$ cat src/rtl/bram_pkg.sv
// Shared constants and types for the BRAM port client.
package bram_pkg;

    localparam int unsigned BRAM_ADDR_W = 10;
    localparam int unsigned BRAM_DATA_W = 36;
    localparam int unsigned BRAM_DEPTH  = 1024;

    // Response FIFO entry layout when write acks are enabled: {is_write, data}.
    typedef struct packed {
        logic                   is_write;
        logic [BRAM_DATA_W-1:0] data;
    } resp_entry_t;

    // Pointer width for a FIFO of the given depth (at least one bit).
    function automatic int unsigned ptr_w(input int unsigned depth);
        return (depth > 1) ? $clog2(depth) : 1;
    endfunction

endpackage

$ cat src/rtl/bram_resp_fifo.sv
// Synchronous response FIFO; pointers wrap modulo DEPTH and occupancy is an
// explicit counter. Head word reads as zero while empty.
module bram_resp_fifo
    import bram_pkg::*;
#(
    parameter  int unsigned DEPTH = 3,
    parameter  int unsigned WIDTH = BRAM_DATA_W,
    localparam int unsigned PTR_W = ptr_w(DEPTH),
    localparam int unsigned CNT_W = $clog2(DEPTH + 1)
) (
    input  logic             clk,
    input  logic             rst,
    input  logic             push,
    input  logic [WIDTH-1:0] push_data,
    input  logic             pop,
    output logic [WIDTH-1:0] head_data,
    output logic [CNT_W-1:0] count
);

    logic [WIDTH-1:0] mem_q [DEPTH];
    logic [WIDTH-1:0] mem_d [DEPTH];
    logic [PTR_W-1:0] wr_ptr_q, wr_ptr_d;
    logic [PTR_W-1:0] rd_ptr_q, rd_ptr_d;
    logic [CNT_W-1:0] count_q, count_d;
    logic             empty;
    logic             pop_ok;
    logic             push_ok;

    // Next-state for storage, pointers and occupancy.
    always_comb begin
        mem_d    = mem_q;
        wr_ptr_d = wr_ptr_q;
        rd_ptr_d = rd_ptr_q;
        count_d  = count_q;
        empty    = (count_q == '0);
        pop_ok   = pop && !empty;
        push_ok  = push && ((count_q < CNT_W'(DEPTH)) || pop_ok);

        if (push_ok) begin
            mem_d[wr_ptr_q] = push_data;
            wr_ptr_d = (wr_ptr_q == PTR_W'(DEPTH - 1)) ? '0 : wr_ptr_q + PTR_W'(1);
        end
        if (pop_ok) begin
            rd_ptr_d = (rd_ptr_q == PTR_W'(DEPTH - 1)) ? '0 : rd_ptr_q + PTR_W'(1);
        end
        case ({push_ok, pop_ok})
            2'b10:   count_d = count_q + CNT_W'(1);
            2'b01:   count_d = count_q - CNT_W'(1);
            default: count_d = count_q;
        endcase
    end

    // State registers.
    always_ff @(posedge clk or posedge rst) begin
        if (rst) begin
            for (int i = 0; i < int'(DEPTH); i++) begin
                mem_q[i] <= '0;
            end
            wr_ptr_q <= '0;
            rd_ptr_q <= '0;
            count_q  <= '0;
        end else begin
            mem_q    <= mem_d;
            wr_ptr_q <= wr_ptr_d;
            rd_ptr_q <= rd_ptr_d;
            count_q  <= count_d;
        end
    end

    assign head_data = empty ? '0 : mem_q[rd_ptr_q];
    assign count     = count_q;

endmodule

$ cat src/rtl/bram_port_client.sv
// Valid/ready request front end for one BRAM port, with an in-order,
// credit-protected read response FIFO.
// Optional feature: define BRAM_CLIENT_WRITE_ACK_EN to return write acks.
module bram_port_client
    import bram_pkg::*;
#(
    parameter int unsigned ADDR_W     = BRAM_ADDR_W,
    parameter int unsigned DATA_W     = BRAM_DATA_W,
    parameter int unsigned FIFO_DEPTH = 3
) (
    input  logic              clock,
    input  logic              reset,
    input  logic              io_req_valid,
    output logic              io_req_ready,
    input  logic              io_req_write,
    input  logic [ADDR_W-1:0] io_req_addr,
    input  logic [DATA_W-1:0] io_req_data,
    output logic              io_resp_valid,
    input  logic              io_resp_ready,
    output logic [DATA_W-1:0] io_resp_data,
    output logic              io_resp_isWrite,
    output logic              io_bram_en,
    output logic              io_bram_writeEn,
    output logic [ADDR_W-1:0] io_bram_addr,
    output logic [DATA_W-1:0] io_bram_dataIn,
    input  logic [DATA_W-1:0] io_bram_dataOut
);

    localparam int unsigned CRED_W = $clog2(FIFO_DEPTH + 1);
`ifdef BRAM_CLIENT_WRITE_ACK_EN
    localparam int unsigned ENTRY_W = DATA_W + 1;
`else
    localparam int unsigned ENTRY_W = DATA_W;
`endif

    logic              active_q, active_d;
    logic [CRED_W-1:0] credits_q, credits_d;
    logic              rd_pend_q, rd_pend_d;
    logic [ADDR_W-1:0] addr_q, addr_d;
    logic [DATA_W-1:0] data_q, data_d;
`ifdef BRAM_CLIENT_WRITE_ACK_EN
    logic              pend_write_q, pend_write_d;
`endif

    logic               fire;
    logic               resp_fire;
    logic               pop;
    logic [ENTRY_W-1:0] push_word;
    logic [ENTRY_W-1:0] head_word;
    logic [CRED_W-1:0]  fifo_count;

    // Request acceptance, port drive, credit accounting and FIFO push word.
    always_comb begin
        active_d     = 1'b1;
        io_req_ready = active_q && (credits_q < CRED_W'(FIFO_DEPTH));
        fire         = io_req_valid && io_req_ready;
`ifdef BRAM_CLIENT_WRITE_ACK_EN
        resp_fire    = fire;
        pend_write_d = fire && io_req_write;
        push_word    = {pend_write_q, pend_write_q ? DATA_W'(0) : io_bram_dataOut};
`else
        resp_fire    = fire && !io_req_write;
        push_word    = io_bram_dataOut;
`endif
        rd_pend_d       = resp_fire;
        io_bram_en      = fire;
        io_bram_writeEn = fire && io_req_write;
        io_bram_addr    = fire ? io_req_addr : addr_q;
        io_bram_dataIn  = fire ? io_req_data : data_q;
        addr_d          = io_bram_addr;
        data_d          = io_bram_dataIn;

        io_resp_valid = (fifo_count != '0);
        pop           = io_resp_valid && io_resp_ready;

        case ({resp_fire, pop})
            2'b10:   credits_d = credits_q + CRED_W'(1);
            2'b01:   credits_d = credits_q - CRED_W'(1);
            default: credits_d = credits_q;
        endcase
    end

    // State registers; reset drops every in-flight request immediately.
    always_ff @(posedge clock or posedge reset) begin
        if (reset) begin
            active_q  <= 1'b0;
            credits_q <= '0;
            rd_pend_q <= 1'b0;
            addr_q    <= '0;
            data_q    <= '0;
`ifdef BRAM_CLIENT_WRITE_ACK_EN
            pend_write_q <= 1'b0;
`endif
        end else begin
            active_q  <= active_d;
            credits_q <= credits_d;
            rd_pend_q <= rd_pend_d;
            addr_q    <= addr_d;
            data_q    <= data_d;
`ifdef BRAM_CLIENT_WRITE_ACK_EN
            pend_write_q <= pend_write_d;
`endif
        end
    end

    bram_resp_fifo #(
        .DEPTH (FIFO_DEPTH),
        .WIDTH (ENTRY_W)
    ) u_resp_fifo (
        .clk       (clock),
        .rst       (reset),
        .push      (rd_pend_q),
        .push_data (push_word),
        .pop       (pop),
        .head_data (head_word),
        .count     (fifo_count)
    );

`ifdef BRAM_CLIENT_WRITE_ACK_EN
    assign io_resp_isWrite = head_word[ENTRY_W-1];
    assign io_resp_data    = head_word[DATA_W-1:0];
`else
    assign io_resp_isWrite = 1'b0;
    assign io_resp_data    = head_word;
`endif

endmodule

$ cat config.mk
export PLATFORM = sky130hd
export DESIGN_NAME = bram_port_client
export DESIGN_NICKNAME = d
export VERILOG_FILES = /design/src/rtl/bram_pkg.sv /design/src/rtl/bram_resp_fifo.sv /design/src/rtl/bram_port_client.sv
export SDC_FILE = /design/constraint.sdc
export NUM_CORES = 1
export LEC_CHECK = 0
export CORE_MARGIN = 4
export CORE_UTILIZATION = 57
export DETAILED_ROUTE_END_ITERATION = 8
export DONT_BUFFER_PORTS = 1
export HOLD_SLACK_MARGIN = 0.1
export PLACE_DENSITY = 0.72
export SETUP_SLACK_MARGIN = 0.05
export SYNTH_ARGS = -nofsm -noshare
export SYNTH_HDL_FRONTEND = slang
export SYNTH_SLANG_ARGS = --single-unit
$ cat constraint.sdc
create_clock -name clock -period 5.1 [get_ports clock]
set_input_delay 1.02 -clock clock [delete_from_list [all_inputs] [get_ports clock]]
set_output_delay 1.02 -clock clock [all_outputs]
set_load 0.05 [all_outputs]
After elaboration in Yosys (flattened, before gate mapping)
Cells that the tools add are included.
{"block": "word_totals", "register_bits": 164, "wordCells": 58, "inputBits": 87}
{"block": "op_classes", "bitwise": 2, "magnitude_cmp": 5, "n_addsub": 6, "n_reduce_logical": 15, "muxes": 13, "eq_ne": 6}
{"cell": "$mux 36", "count": 5}
{"cell": "$bwmux 108", "count": 1}
{"cell": "$bmux 36 s2", "count": 1}
{"cell": "$demux 36 s2", "count": 1}
{"cell": "$mux 10", "count": 1}
{"cell": "$add 2x1->2 const B", "count": 4}
{"cell": "$eq 2x2->1 const B", "count": 4}
{"cell": "$logic_and 1x1->1", "count": 8}
{"cell": "$pmux 2 s2", "count": 2}
{"cell": "$ge 3x3->1 const B", "count": 2}
{"cell": "$not 2->3", "count": 2}
{"cell": "$reduce_bool 2->1", "count": 3}
{"cell": "$eq 2x1->1 const B", "count": 2}
{"cell": "$lt 2x2->1 const B", "count": 2}
{"cell": "$mux 2", "count": 2}
{"cell": "$sub 2x1->2 const B", "count": 2}
{"cell": "$lt 3x1->1 const B", "count": 1}
{"cell": "$logic_not 1->1", "count": 2}
{"cell": "$logic_not 2->1", "count": 1}
{"cell": "$logic_or 1x1->1", "count": 1}

Logic depth before layout (Yosys ltp)
Gate-level depths: netlist of the first run.
{"block": "depth", "word_depth": 7, "depth_mapped": 9, "depth_no_buf": 7}

Cells and area by module
From an unflattened synthesis of the first run, not the netlist that was laid out.
{"block": "hier_totals", "hier_cells": 536, "area_unflattened_um2": 7714.9}
{"mod": "bram_resp_fifo", "cells_each": 417, "area_per_inst_um2": 5561.6, "instances": 1}
{"mod": "bram_port_client", "cells_each": 119, "area_per_inst_um2": 2153.3, "instances": 1}

Worst setup path before layout of the first run
Ideal clock, no wire load.
{"block": "synth_timing", "path_type": "input to output", "from": "input port io_req_valid", "to": "output port io_bram_dataIn[28]", "arrival_time_ps": 2002, "slack_ps": 2078, "stages": 4, "path_cell_list": "nand2_1 > buf_2 > buf_2 > mux2_2"}
{"block": "synth_via", "elab_chain_len": 2}
{"item": "from (decl)", "line_no": "bram_port_client.sv:13", "source": "input logic io_req_valid,"}
{"item": "$logic_and 1x1->1", "line_no": "bram_port_client.sv:56", "source": "fire = io_req_valid && io_req_ready;"}
{"item": "$mux 36", "line_no": "bram_port_client.sv:69", "source": "io_bram_dataIn = fire ? io_req_data : data_q;"}
{"item": "to (decl)", "line_no": "bram_port_client.sv:25", "source": "output logic [DATA_W-1:0] io_bram_dataIn,"}
No other way between the ends.

Worst setup path in the final report of the first run
{"block": "layout_timing", "from": "register credits_q[0]", "to": "output port io_bram_dataIn[9]"}
{"block": "layout_via", "elab_chain_len": 4}
{"item": "from (decl)", "line_no": "bram_port_client.sv:37", "source": "logic [CRED_W-1:0] credits_q, credits_d;"}
{"item": "from (signal assigned)", "line_no": "bram_port_client.sv:96", "source": "credits_q <= credits_d;"}
{"item": "$lt 2x2->1", "line_no": "bram_port_client.sv:55", "source": "io_req_ready = active_q && (credits_q < CRED_W'(FIFO_DEPTH));"}
{"item": "$logic_and 1x1->1", "line_no": "bram_port_client.sv:55"}
{"item": "named net io_req_ready", "line_no": "bram_port_client.sv:14", "source": "output logic io_req_ready,"}
{"item": "$logic_and 1x1->1", "line_no": "bram_port_client.sv:56"}
{"item": "$mux 36", "line_no": "bram_port_client.sv:69"}
The timed path passes the listed nets, and every way through them passes these cells.

==> metrics.txt, run 1 <==
initial core utilization=roughly three fifths; Die Y=between 100 and 150 um; Max-slew headroom=a little under a third; final setup fails=0; die area=0.0147 sq mm; clock insertion delay at the later pin of the skew report=0.41 ns; CP Launch Type=flip-flop; fillers=between 900 and 1000; CTS max path bufs=2; post-synthesis register bit count=164; vias in the first global route=roughly 4300; post-cts sizing count=0; worst slew pin tran=between 1 and 1.5 ns; overall global routing resource usage=around a fifth; register area=around 0.004 sq mm; io pins=roughly 170; antenna violations before repair=0; layout cells sized above 1=between 40% and 50%; Antenna Violating Nets Remaining=0; FF-to-FF setup slack=2.07 ns; CTS sink count=roughly 160; GR Overflow Total=0; Worst-path clk slew=~0.06 ns; post-synthesis cell type count=29; max cap viols=0; Root Buffer=clkbuf_16; drt drc=0; Critical Path RT=around 4 ns; fmax=between 200 and 300 MHz; DP HPWL=a little over 9000 um; Area Overhead vs Synth=9.36%; postcts setup bufs=0; Setup TNS=0 ns; Seq/Total Area, Yosys=roughly 56%; TritonCTS buffer count=17; drt total wl=~15000 um; Die W=121 um; Final period util=76.7%; synthesized area per cell=between 10 and 15 sq um; CP max FO=49; worst r2r src=credits_q[0]; hold crit path type=reg -> reg; final slew viol count=0; first-pass GRT wire length=roughly 24000 um; Syn Inst Count=approximately 490; synthesized area=roughly 0.0073 sq mm; number of vias per cell=5.79; FF-to-FF End=credits_q[1]; # rows=41; Yosys Warn Count=0; Critical Path End=io_bram_dataIn[9]; total nets after synthesis=between 500 and 600; Crit. End Element=output pin; iteration-0 DRC count of the detailed router=about 250; Setup CP Type=reg -> out; clock skew=~0.0064 ns; IO Port Bufs=0; largest net degree at the start of global routing=between 60 and 70; WL/cell=roughly 22 um; vias post-DR=between 3000 and 4000; TritonRoute pass-1 iters=4; n_diodes=0; multi-input logic area=between 0.003 and 0.004 sq mm; CTS tree=yes; CTS HTree Levels=4; Nets=a little under 600; cts hold-fix bufs=0; Worst R2R Path Depth=6; unrepaired setup endpoints after global routing=false; RePlAce Congestion=roughly 0.74; final hold vios=0; status=finished, final reports clean; arrival time worst endpoint=approximately 2.9 ns; core area=between 0.01 and 0.015 sq mm; CP Launch Point=credits_q[0]; minimum clock period=approximately 4 ns
==> layer usage <==
metal	share of wire, %	vias up	global-route usage (%)
met1	42	2002	27.3
met5	0	-	0
met2	49	146	33.3
met3	8.2	7	8.02
li1	-	1742	-
met4	0.75	0	5.67
==> through the flow <==
step	setup WS, ns	area (sq um)	utilization [%]	hold slack, ns	instances
5_1_grt	1.03	8000	63.6	0.515	673
3_5_place_dp	1.60	7420	59.0	0.492	642
6_report	1.19	8000	63.6	0.504	673
3_3_place_gp	1.67	7420	59.0	0.480	642
4_1_cts	1.14	8000	63.6	0.505	673
2_1_floorplan	2.00	7320	-	0.465	494
==> state kept, by name (all words and copies together), names as in the netlist <==
| signal | cells |
|---|---|
| u_resp_fifo.count | 2 |
| rd_pend_q | 1 |
| u_resp_fifo.mem_q | 108 |
| data_q | 36 |
| active_q | 1 |
| addr_q | 10 |
| u_resp_fifo.rd_ptr_q | 2 |
| credits_q | 2 |
| u_resp_fifo.wr_ptr_q | 2 |
==> how the worst min path moves through the flow <==
stage / cells past startpoint / from / slack (ns) / endpoint
after floorplan: 1 / credits_q[1] / 0.46 / credits_q[1]
after global placement: 1 / credits_q[1] / 0.48 / credits_q[1]
after detailed placement: 1 / u_resp_fifo.mem_q[92] / 0.49 / u_resp_fifo.mem_q[92]
after CTS: 1 / credits_q[1] / 0.50 / credits_q[1]
after global routing: 1 / u_resp_fifo.mem_q[84] / 0.51 / u_resp_fifo.mem_q[84]
final: 1 / u_resp_fifo.mem_q[89] / 0.50 / u_resp_fifo.mem_q[89]
==> layout by cell type (no fill, tap or decap) <==
cell,n
dfrtp_1,163
mux2_2,96
mux2_4,59
nor2_1,39
mux2i_1,36
a2bb2oi_1,35
clkbuf_16,17
buf_4,8
clkinvlp_4,4
xnor2_1,4
inv_1,3
clkinv_2,3
and4b_2,2
or2_2,2
nand2_1,2
a21o_1,2
xor2_1,2
ha_1,2
conb_1,2
bufinv_16,2
inv_8,2
inv_6,2
clkinv_4,2
nand3b_2,1
nand3_2,1
a21boi_2,1
nand2_2,1
nor2_4,1
nor2b_4,1
o21ai_0,1
and3_1,1
a21oi_1,1
a21bo_2,1
nor3_1,1
dfrtp_2,1
==> logic make-up (layout without fill, tap and decap cells) <==
kind of cell    Yosys count  count (layout)  synth area share (%)
mux                     191             191                  31.8
simple gates             52              52                  3.18
compound gates           41              41                  4.82
buf+inv                  36              43                  2.89
fa+ha+maj                 2               2                 0.342
xor+xnor                  6               6                 0.719
flops                   164             164                  56.1
other cells               2               2                 0.103
==> Yosys cell counts <==
master / number / area, sq um
buf_6: 7 / 78.8
conb_1: 2 / 7.51
nor2_1: 40 / 150
nand3_2: 1 / 10.0
o21ai_0: 1 / 5.00
a21oi_1: 1 / 5.00
xor2_1: 2 / 17.5
nand2_1: 3 / 11.3
or2_2: 2 / 12.5
dfrtp_1: 164 / 4100
and4b_1: 2 / 20.0
ha_1: 2 / 25.0
inv_1: 4 / 15.0
a21bo_2: 1 / 10.0
buf_1: 4 / 15.0
mux2_2: 96 / 1080
xnor2_1: 4 / 35.0
clkbuf_1: 6 / 22.5
mux2_4: 59 / 886
a2bb2oi_1: 35 / 307
a21o_1: 2 / 15.0
mux2i_1: 36 / 360
and3_1: 1 / 6.26
nor3_1: 1 / 5.00
nor2b_1: 1 / 6.26
buf_2: 13 / 65.1
nand3b_2: 1 / 11.3
a21boi_2: 1 / 11.3
buf_4: 2 / 15.0
==> worst max-delay path: stages, from the launching register on <==
cell and delay [ns]:
dfrtp_1 0.42, a21boi_2 0.61, nand2_2 0.77, mux2_2 0.66
==> area by class of cell <==
class | instances | share of cell area [%]
inverter | 4 | 0.235
multi-input combinational | 294 | 37.7
clock buffer | 17 | 5.32
tap | 172 | 2.69
sequential | 164 | 51.3
clock inverter | 14 | 1.94
timing repair buffer | 8 | 0.751
Power of run 1 is left out: the tool's default activity adds up to more than one toggle a clock period on the data nets, which glitch-free logic cannot reach.
==> run 2, diff against run 1 <==
--- a/config.mk
+++ b/config.mk
@@ -6,11 +6,11 @@
 export NUM_CORES = 1
 export LEC_CHECK = 0
 export CORE_MARGIN = 4
-export CORE_UTILIZATION = 57
+export CORE_UTILIZATION = 63
 export DETAILED_ROUTE_END_ITERATION = 8
 export DONT_BUFFER_PORTS = 1
 export HOLD_SLACK_MARGIN = 0.1
-export PLACE_DENSITY = 0.72
+export PLACE_DENSITY = 0.76
 export SETUP_SLACK_MARGIN = 0.05
 export SYNTH_ARGS = -nofsm -noshare
 export SYNTH_HDL_FRONTEND = slang
==> constraint.sdc (replaced) <==
create_clock -name clock -period 4 [get_ports clock]
set_input_delay 0.8 -clock clock [delete_from_list [all_inputs] [get_ports clock]]
set_output_delay 0.8 -clock clock [all_outputs]
set_load 0.05 [all_outputs]
==> run 2 against run 1 <==
Worst setup slack lost 0.47 ns. Critical path depth up 2. Cell area increased by 3.6%. First-iteration DRC count fell by 34%.
==> metrics.txt, run 2 (synthesis results as in run 1) <==
Critical Path RT=3.20 ns; CP Launch Type=flip-flop; RePlAce Congestion=approximately 0.77; Setup CP Type=reg -> out; CP max stage cell=nor2b_4; Worst-path clk slew=0.06 ns; Nets=just over 600; vias post-DR=just over 4000; DP HPWL=between 9000 and 10000 um; fmax=slightly above 300 MHz; GR Overflow Total=0; largest registers=u_resp_fifo.mem_q x108, data_q x36, addr_q x10; Placed Area=0.00769 sq mm; crit-path leading delay family=simple AND/OR/NAND/NOR gates; FF-to-FF End=credits_q[1]; IO Port Bufs=0; Die Y=116 um; drt drc=0; max FFs per register=between 100 and 150; worst slew pin tran=~1.0 ns; postcts setup bufs=0; antenna violations before repair=0; Worst Path Buf+Inv=2; FF-to-FF setup slack=approximately 1.4 ns; overall global routing resource usage=a little under a quarter; Final period util=82.0%; WL/cell=roughly 21 um; core area=between 0.01 and 0.015 sq mm; CP peak stage delay=between 0.6 and 0.7 ns; final hold vios=0; final instance area=0.00829 sq mm; max cap viols=0; unrepaired setup endpoints after global routing=false; status=finished, final reports clean; iteration-0 DRC count of the detailed router=approximately 160; first-pass GRT wire length=between 20000 and 25000 um; TritonCTS buffer count=17; n_diodes=0; Top cell by count, worst path=buf_4; vias in the first global route=4548; Antenna Violating Nets Remaining=0; clock insertion delay at the later pin of the skew report=roughly 0.42 ns; worst r2r src=credits_q[0]; hold crit path type=in -> async; minimum clock period=3.28 ns; commonest cells after routing, fill and taps aside=163 x dfrtp_1, 96 x mux2_2, 59 x mux2_4; Setup TNS=0 ns; most common cell after layout, fill and taps aside=dfrtp_1; # rows=39; drt total wl=14300 um; Max-slew headroom=slightly above 30%; Die W=116 um; CTS sink count=approximately 160; largest net degree at the start of global routing=83; TritonRoute pass-1 iters=4; layout cells sized above 1=a little under half; final slew viol count=0; arrival time worst endpoint=~2.5 ns; CP max FO=25; Root Buffer=clkbuf_16; initial core utilization=between 60% and 70%; Crit. End Element=output pin; final setup fails=0; number of vias per cell=5.89; CTS HTree Levels=4; clock skew=just under 0.007 ns; Area Overhead vs Synth=13.3%; post-cts sizing count=0; Worst R2R Path Depth=7; CTS tree=yes; cts hold-fix bufs=0; die area=around 0.013 sq mm; CP Cell Sequence=nor2b_4 > buf_4 > a2bb2oi_1 > nor2_1 > buf_4; io pins=around 170; Largest Register=u_resp_fifo.mem_q; CTS max path bufs=2
-- run 2: final cells by class --
class / count / area [sq um]
Clock buffer: 20 / 447
Clock inverter: 12 / 155
Fill cell: 720 / 3080
Inverter: 4 / 18.8
Multi-Input combinational cell: 294 / 3020
Sequential cell: 164 / 4110
Tap cell: 143 / 179
Timing Repair Buffer: 47 / 365
-- run 2: metrics by stage --
step	std cells	hold WS (ns)	worst slack, ns	utilization, %
floorplan	494	0.465	1.12	-
global placement	652	0.480	1.14	67.6
detailed placement	652	0.485	1.10	67.6
CTS	684	0.368	0.685	72.9
global route	684	0.405	0.582	72.9
finish	684	0.368	0.719	72.9
-- run 2: how the worst max path moves through the flow --
stage                                        from                 end  slack [ns]  depth (start not counted)
after global routing                 credits_q[0]  io_bram_dataIn[22]        0.58                          4
after detailed placement             io_req_valid  io_bram_dataIn[16]        1.10                          2
after floorplan                             reset            active_q        1.12                          1
after global placement               io_req_valid  io_bram_dataIn[24]        1.14                          2
after CTS                 u_resp_fifo.rd_ptr_q[1]    io_resp_data[16]        0.69                          5
final                     u_resp_fifo.rd_ptr_q[1]    io_resp_data[16]        0.72                          5
-- run 2: per-layer routing --
metal,GRT usage (%),routed length [um],vias to the layer above
met4,7.27,193,0
met5,0,0,-
met1,27.5,5870,2057
met2,36.8,7040,136
met3,9.40,1230,14
li1,-,-,1825
Power of run 2 is left out for the same reason.
